===== src/rtl/regfile_pkg.sv =====
// Shared widths, index/word types and fixed register indices for the
// multi-port register file and its scoreboard.
package regfile_pkg;

  localparam int DATA_WIDTH_DEFAULT = 32;
  localparam int ADR_WIDTH_DEFAULT  = 5;

  typedef logic [ADR_WIDTH_DEFAULT-1:0]  reg_idx_t;
  typedef logic [DATA_WIDTH_DEFAULT-1:0] word_t;

  localparam int REG_ZERO        = 0;
  localparam int TAP_REG_DEFAULT = 10;

endpackage


===== src/rtl/regfile_scoreboard.sv =====
// Pending-write scoreboard: one busy bit per register, set by issue,
// cleared by writeback, with set winning over clear on the same index.
module regfile_scoreboard
  import regfile_pkg::*;
#(
  parameter int ADR_WIDTH = ADR_WIDTH_DEFAULT,
  parameter int NUM_RD    = 2
) (
  input  logic                             clk_i,
  input  logic                             rst_ni,
  input  logic [1:0]                       we_i,
  input  logic [1:0][ADR_WIDTH-1:0]        wa_i,
  input  logic                             iss_i,
  input  logic [ADR_WIDTH-1:0]             iss_addr_i,
  input  logic [NUM_RD-1:0][ADR_WIDTH-1:0] ra_i,
  output logic [NUM_RD-1:0]                busy_o
);

  localparam int DEPTH = 2 ** ADR_WIDTH;

  logic [DEPTH-1:0] r_busy;
  logic [DEPTH-1:0] w_busy_next;

  always_comb begin
    w_busy_next = r_busy;
    for (int i = 0; i < DEPTH; i++) begin
      if ((we_i[0] && wa_i[0] == ADR_WIDTH'(i)) || (we_i[1] && wa_i[1] == ADR_WIDTH'(i)))
        w_busy_next[i] = 1'b0;
      if (iss_i && iss_addr_i == ADR_WIDTH'(i))
        w_busy_next[i] = 1'b1;
    end
    w_busy_next[REG_ZERO] = 1'b0;
  end

  always_ff @(posedge clk_i or negedge rst_ni) begin
    if (!rst_ni) r_busy <= '0;
    else         r_busy <= w_busy_next;
  end

  // A writeback landing this cycle already satisfies the reader via bypass.
  for (genvar gi = 0; gi < NUM_RD; gi++) begin : g_busy_rd
    logic w_hit;
    assign w_hit      = (we_i[0] && wa_i[0] == ra_i[gi]) || (we_i[1] && wa_i[1] == ra_i[gi]);
    assign busy_o[gi] = rst_ni && r_busy[ra_i[gi]] && !w_hit;
  end

endmodule


===== src/rtl/regfile_mp.sv =====
// Two-write, NUM_RD-read register file with hard-wired zero register,
// same-cycle write-through bypass, a debug tap and a busy scoreboard.
module regfile_mp
  import regfile_pkg::*;
#(
  parameter int DATA_WIDTH = DATA_WIDTH_DEFAULT,
  parameter int ADR_WIDTH  = ADR_WIDTH_DEFAULT,
  parameter int NUM_RD     = 2,
  parameter int TAP_REG    = TAP_REG_DEFAULT
) (
  input  logic                              clk_i,
  input  logic                              rst_ni,
  input  logic [1:0]                        we_i,
  input  logic [1:0][ADR_WIDTH-1:0]         wa_i,
  input  logic [1:0][DATA_WIDTH-1:0]        wd_i,
  input  logic [NUM_RD-1:0][ADR_WIDTH-1:0]  ra_i,
  output logic [NUM_RD-1:0][DATA_WIDTH-1:0] rd_o,
  output logic [NUM_RD-1:0]                 busy_o,
  input  logic                              iss_i,
  input  logic [ADR_WIDTH-1:0]              iss_addr_i,
  output logic [DATA_WIDTH-1:0]             tap_o
);

  localparam int DEPTH = 2 ** ADR_WIDTH;

  logic [DATA_WIDTH-1:0] w_regs [DEPTH];

  function automatic logic [DATA_WIDTH-1:0] bypass(
    input logic                       rst_n,
    input logic [ADR_WIDTH-1:0]       a,
    input logic [1:0]                 we,
    input logic [1:0][ADR_WIDTH-1:0]  wa,
    input logic [1:0][DATA_WIDTH-1:0] wd,
    input logic [DATA_WIDTH-1:0]      stored
  );
    if (!rst_n || a == ADR_WIDTH'(REG_ZERO)) return '0;
    if (we[1] && wa[1] == a)                 return wd[1];
    if (we[0] && wa[0] == a)                 return wd[0];
    return stored;
  endfunction

  for (genvar gi = 0; gi < DEPTH; gi++) begin : g_reg
    if (gi == REG_ZERO) begin : g_zero
      assign w_regs[gi] = '0;
    end else begin : g_word
      logic [DATA_WIDTH-1:0] r_q;
      // Port 1 (load) is checked first so it wins a same-index collision.
      always_ff @(posedge clk_i or negedge rst_ni) begin
        if (!rst_ni)                                    r_q <= '0;
        else if (we_i[1] && wa_i[1] == ADR_WIDTH'(gi)) r_q <= wd_i[1];
        else if (we_i[0] && wa_i[0] == ADR_WIDTH'(gi)) r_q <= wd_i[0];
      end
      assign w_regs[gi] = r_q;
    end
  end

  for (genvar gi = 0; gi < NUM_RD; gi++) begin : g_rd
    assign rd_o[gi] = bypass(rst_ni, ra_i[gi], we_i, wa_i, wd_i, w_regs[ra_i[gi]]);
  end

  assign tap_o = bypass(rst_ni, ADR_WIDTH'(TAP_REG), we_i, wa_i, wd_i, w_regs[TAP_REG]);

  regfile_scoreboard #(
    .ADR_WIDTH (ADR_WIDTH),
    .NUM_RD    (NUM_RD)
  ) u_scoreboard (
    .clk_i      (clk_i),
    .rst_ni     (rst_ni),
    .we_i       (we_i),
    .wa_i       (wa_i),
    .iss_i      (iss_i),
    .iss_addr_i (iss_addr_i),
    .ra_i       (ra_i),
    .busy_o     (busy_o)
  );

endmodule


===== config.mk =====
export PLATFORM = sky130hd
export DESIGN_NAME = regfile_mp
export DESIGN_NICKNAME = d
export VERILOG_FILES = /design/src/rtl/regfile_pkg.sv /design/src/rtl/regfile_scoreboard.sv /design/src/rtl/regfile_mp.sv
export SDC_FILE = /design/constraint.sdc
export NUM_CORES = 2
export LEC_CHECK = 0
export ABC_AREA = 1
export BUFFER_PORTS_ARGS = -buffer_cell sky130_fd_sc_hd__buf_4
export CAP_MARGIN = 20
export CELL_PAD_IN_SITES_DETAIL_PLACEMENT = 1
export CELL_PAD_IN_SITES_GLOBAL_PLACEMENT = 2
export CORE_MARGIN = 2
export CORE_UTILIZATION = 38
export DETAILED_ROUTE_END_ITERATION = 8
export GPL_ROUTABILITY_DRIVEN = 0
export PLACE_DENSITY_LB_ADDON = 0.1
export SYNTH_ARGS = -nofsm -noshare
export SYNTH_HDL_FRONTEND = slang
export SYNTH_SLANG_ARGS = --single-unit

===== constraint.sdc =====
create_clock -name clk_i -period 4.2 [get_ports clk_i]
set_input_delay 0.21 -clock clk_i [delete_from_list [all_inputs] [get_ports clk_i]]
set_output_delay 0.21 -clock clk_i [all_outputs]
set_load 0.03 [all_outputs]

==> results.cfg <==
[detailed_routing]
ant_nets = 0
met2WireLength_um = 184500
topRoutingLayerUsed = met5
wl_met3_um = 55180
drt_iter0_drc = 11077
routed-via-count = 85900
met1_length_um = 164900
vias_per_cell = 6.553
wirelength_um = 444500
route.detailed.drc = 0
dr.pass1.iters = 5
post_drt_wl_per_cell_um = 33.91

[global_route]
grt_start_max_net_pins = 152
antenna_found_initial = 61
grt_pass1_vias = 84286
grt_first_pass_wirelength_um = 626200
overflow = 0
grt_util_all_layers = 0.4683

[clocking]
cts-root-buf = clkbuf_16
cts_inserted_buffers = 137
cts_tree = yes
cts_htree_levels = 4
clkTransAtPathRegs_ps = 50
cts_resized = 0
insertion_delay_ps = 840
cts_max_path_buffers = 3
cts.sinks = 1023

[floorplan]
coreArea_um2 = 180700
initial_core_util = 0.3823
io_pins = 192
die_h_um = 430.4
die_x_um = 430.4
dieArea_um2 = 185300
rows = 156

[sta]
relSlewSlack = 0.1336
rsz0062_at_grt = no
period_share = 0.8811
finalSetupViolCount = 0
setup-tns-final_ps = 0
finalHoldViolations = 0
max_freq_mhz = 270.2
finalMaxSlewViolations = 0
clock-skew-final_ps = 0
worst_slew_pin_slew_ps = 1295
layout_min_cycle_time_ps = 3701

[layout]
drive_above_1_share = 0.07743
area_delta_synth_final_pct = 13.49
fillers = 23336
nets = 10674
final_common_cell = nand2_1
mostFrequentLayoutCells = nand2_1 (2479), o21ai_0 (2181), nand3_1 (1295)
utilization = 0.4339

[pwr]
ir_drop_mv = 0.3969
power.share.combinational = 0.289
clkPwrFrac = 0.336
p_switching_w = 0.01365
internal-power_w = 0.02289
switching_share = 0.3736
powerDensity_nw_per_um2 = 466.0
p_leak_nw = 37.08
seqPwrFrac = 0.375

[outcome]
status = finished clean

[setup_path]
cp.required_ps = 3990
cp_common_cell = nand3_1
arrival_ps = 3490
r2r_cells = 3
crit_fanout = 69
criticalPathCategory = in2out
critPathMaxStageDelay_ps = 580
cp-start-kind = input pin
cp_slowest_cell = inv_8
end_kind = output pin
path_cells = buf_8 > inv_8 > buf_12 > nand2_1 > nand3_1 > nand2_1 > nand2_1 > nand3_1 > nand3_1 > nand3_1 > a21oi_1 > buf_4

[synthesis]
synthDistinctLibCells = 36
syn_area_per_cell_um2 = 6.377
syn-num-nets = 10929
ys_ff_latch = 1023
syn_area_um2 = 69100
yosysWarnings = 0
seq_area_frac_synth = 0.3705
netlist_instances = 10835

[placement]
io_buffers = 191
dp_hpwl_um = 266700

[worst_hold_path]
min_path_type = in2async

[job]
cap_violations = 0
-- worst max-delay path, delay by kind of cell --
family / cells / cell delay, ps
and+or+nand+nor: 7 / 1160
AOI/OAI and AO/OA: 1 / 400
buffers and inverters: 4 / 1400
-- cells by family (layout without fill, tap and decap cells) --
family,Yosys count,count (layout),share of synthesized area
flops,1023,1023,0.3705
xor+xnor,1,1,0.0001268
compound gates,2915,2915,0.2235
simple gates,4860,4860,0.2906
other cells,0,57,0
buf+inv,2036,1882,0.1153
-- state kept, by name, indices dropped and copies added (netlist names) --
name	cells
u_scoreboard.r_busy	31
g.g_word.r_q	992
-- cell usage after synthesis (all sizes together) --
master / instances / area share
a211oi: 1 / 0.00011
a21oi: 164 / 0.012
a22o: 2 / 0.00025
a31oi: 32 / 0.0029
a32o: 6 / 0.00087
and3: 2 / 0.00018
buf: 339 / 0.023
clkbuf: 660 / 0.036
clkinv: 4 / 0.00022
dfrtp: 1023 / 0.37
inv: 1033 / 0.056
nand2: 2522 / 0.14
nand3: 1302 / 0.094
nand4: 25 / 0.0023
nor2: 1005 / 0.056
nor3: 1 / 0.000072
o211ai: 98 / 0.011
o21ai: 2262 / 0.16
o221ai: 33 / 0.0042
o22ai: 313 / 0.028
o311ai: 2 / 0.00025
o31ai: 1 / 0.00011
o32ai: 1 / 0.00013
or2: 2 / 0.00018
or3: 1 / 0.000091
xor2: 1 / 0.00013
-- power by group through the flow --
stage | sequential, W | clock, W | combinational [W]
after floorplan | 0.0134 | 0 | 0.00653
after global placement | 0.0137 | 0 | 0.00971
after detailed placement | 0.0138 | 0 | 0.0100
after CTS | 0.0137 | 0.0123 | 0.0102
after global routing | 0.0140 | 0.0126 | 0.0115
final | 0.0137 | 0.0123 | 0.0106
-- area by class of cell --
type / instances / area (um2) / area share
Antenna cell: 57 / 142.6 / 0.001819
Clock buffer: 213 / 4264 / 0.05437
Clock inverter: 27 / 237.7 / 0.003031
Inverter: 1037 / 3928 / 0.05008
Multi-Input combinational cell: 7776 / 35730 / 0.4556
Sequential cell: 1023 / 25600 / 0.3264
Tap cell: 2370 / 2965 / 0.03781
Timing Repair Buffer: 605 / 5554 / 0.07082
-- what timing repair did --
action                                 4_1_cts  5_1_grt
endpoints found under the hold margin      938        0
hold buffers                               106        0
setup buffers                                0        0
-- worst paths after layout --
path,startpoint,to,slack [ps]
hold reg to reg,g_reg[1].g_word.r_q[5],g_reg[1].g_word.r_q[5],510
setup reg to reg,g_reg[10].g_word.r_q[30],g_reg[10].g_word.r_q[30],2750
hold / removal,rst_ni,g_reg[19].g_word.r_q[10],210
min in group clk_i,iss_i,u_scoreboard.r_busy[21],230
max in group asynchronous,rst_ni,g_reg[11].g_word.r_q[11],2290
setup / recovery,ra_i[0],rd_o[21],500
-- stage by stage --
| stage | hold slack, ps | instance area, um2 | power [W] | std cells | setup slack (ps) |
|---|---|---|---|---|---|
| after floorplan | -85.59 | 69100 | 0.01998 | 10835 | 2138 |
| after global placement | 187.7 | 72620 | 0.02341 | 12701 | 805.4 |
| after detailed placement | 186.5 | 72620 | 0.02382 | 12701 | 814.3 |
| after CTS | 187.0 | 78200 | 0.03618 | 13047 | 819.3 |
| after global routing | 216.6 | 78300 | 0.03811 | 13058 | 714.3 |
| final | 207.3 | 78420 | 0.03654 | 13108 | 499.3 |
-- per-layer routing --
metal / vias up / track usage
li1: 35108 / -
met1: 42698 / 0.5780
met2: 6212 / 0.6815
met3: 1850 / 0.1401
met4: 32 / 0.3644
met5: - / 0.003643
Power figures use the tool's default switching activity.
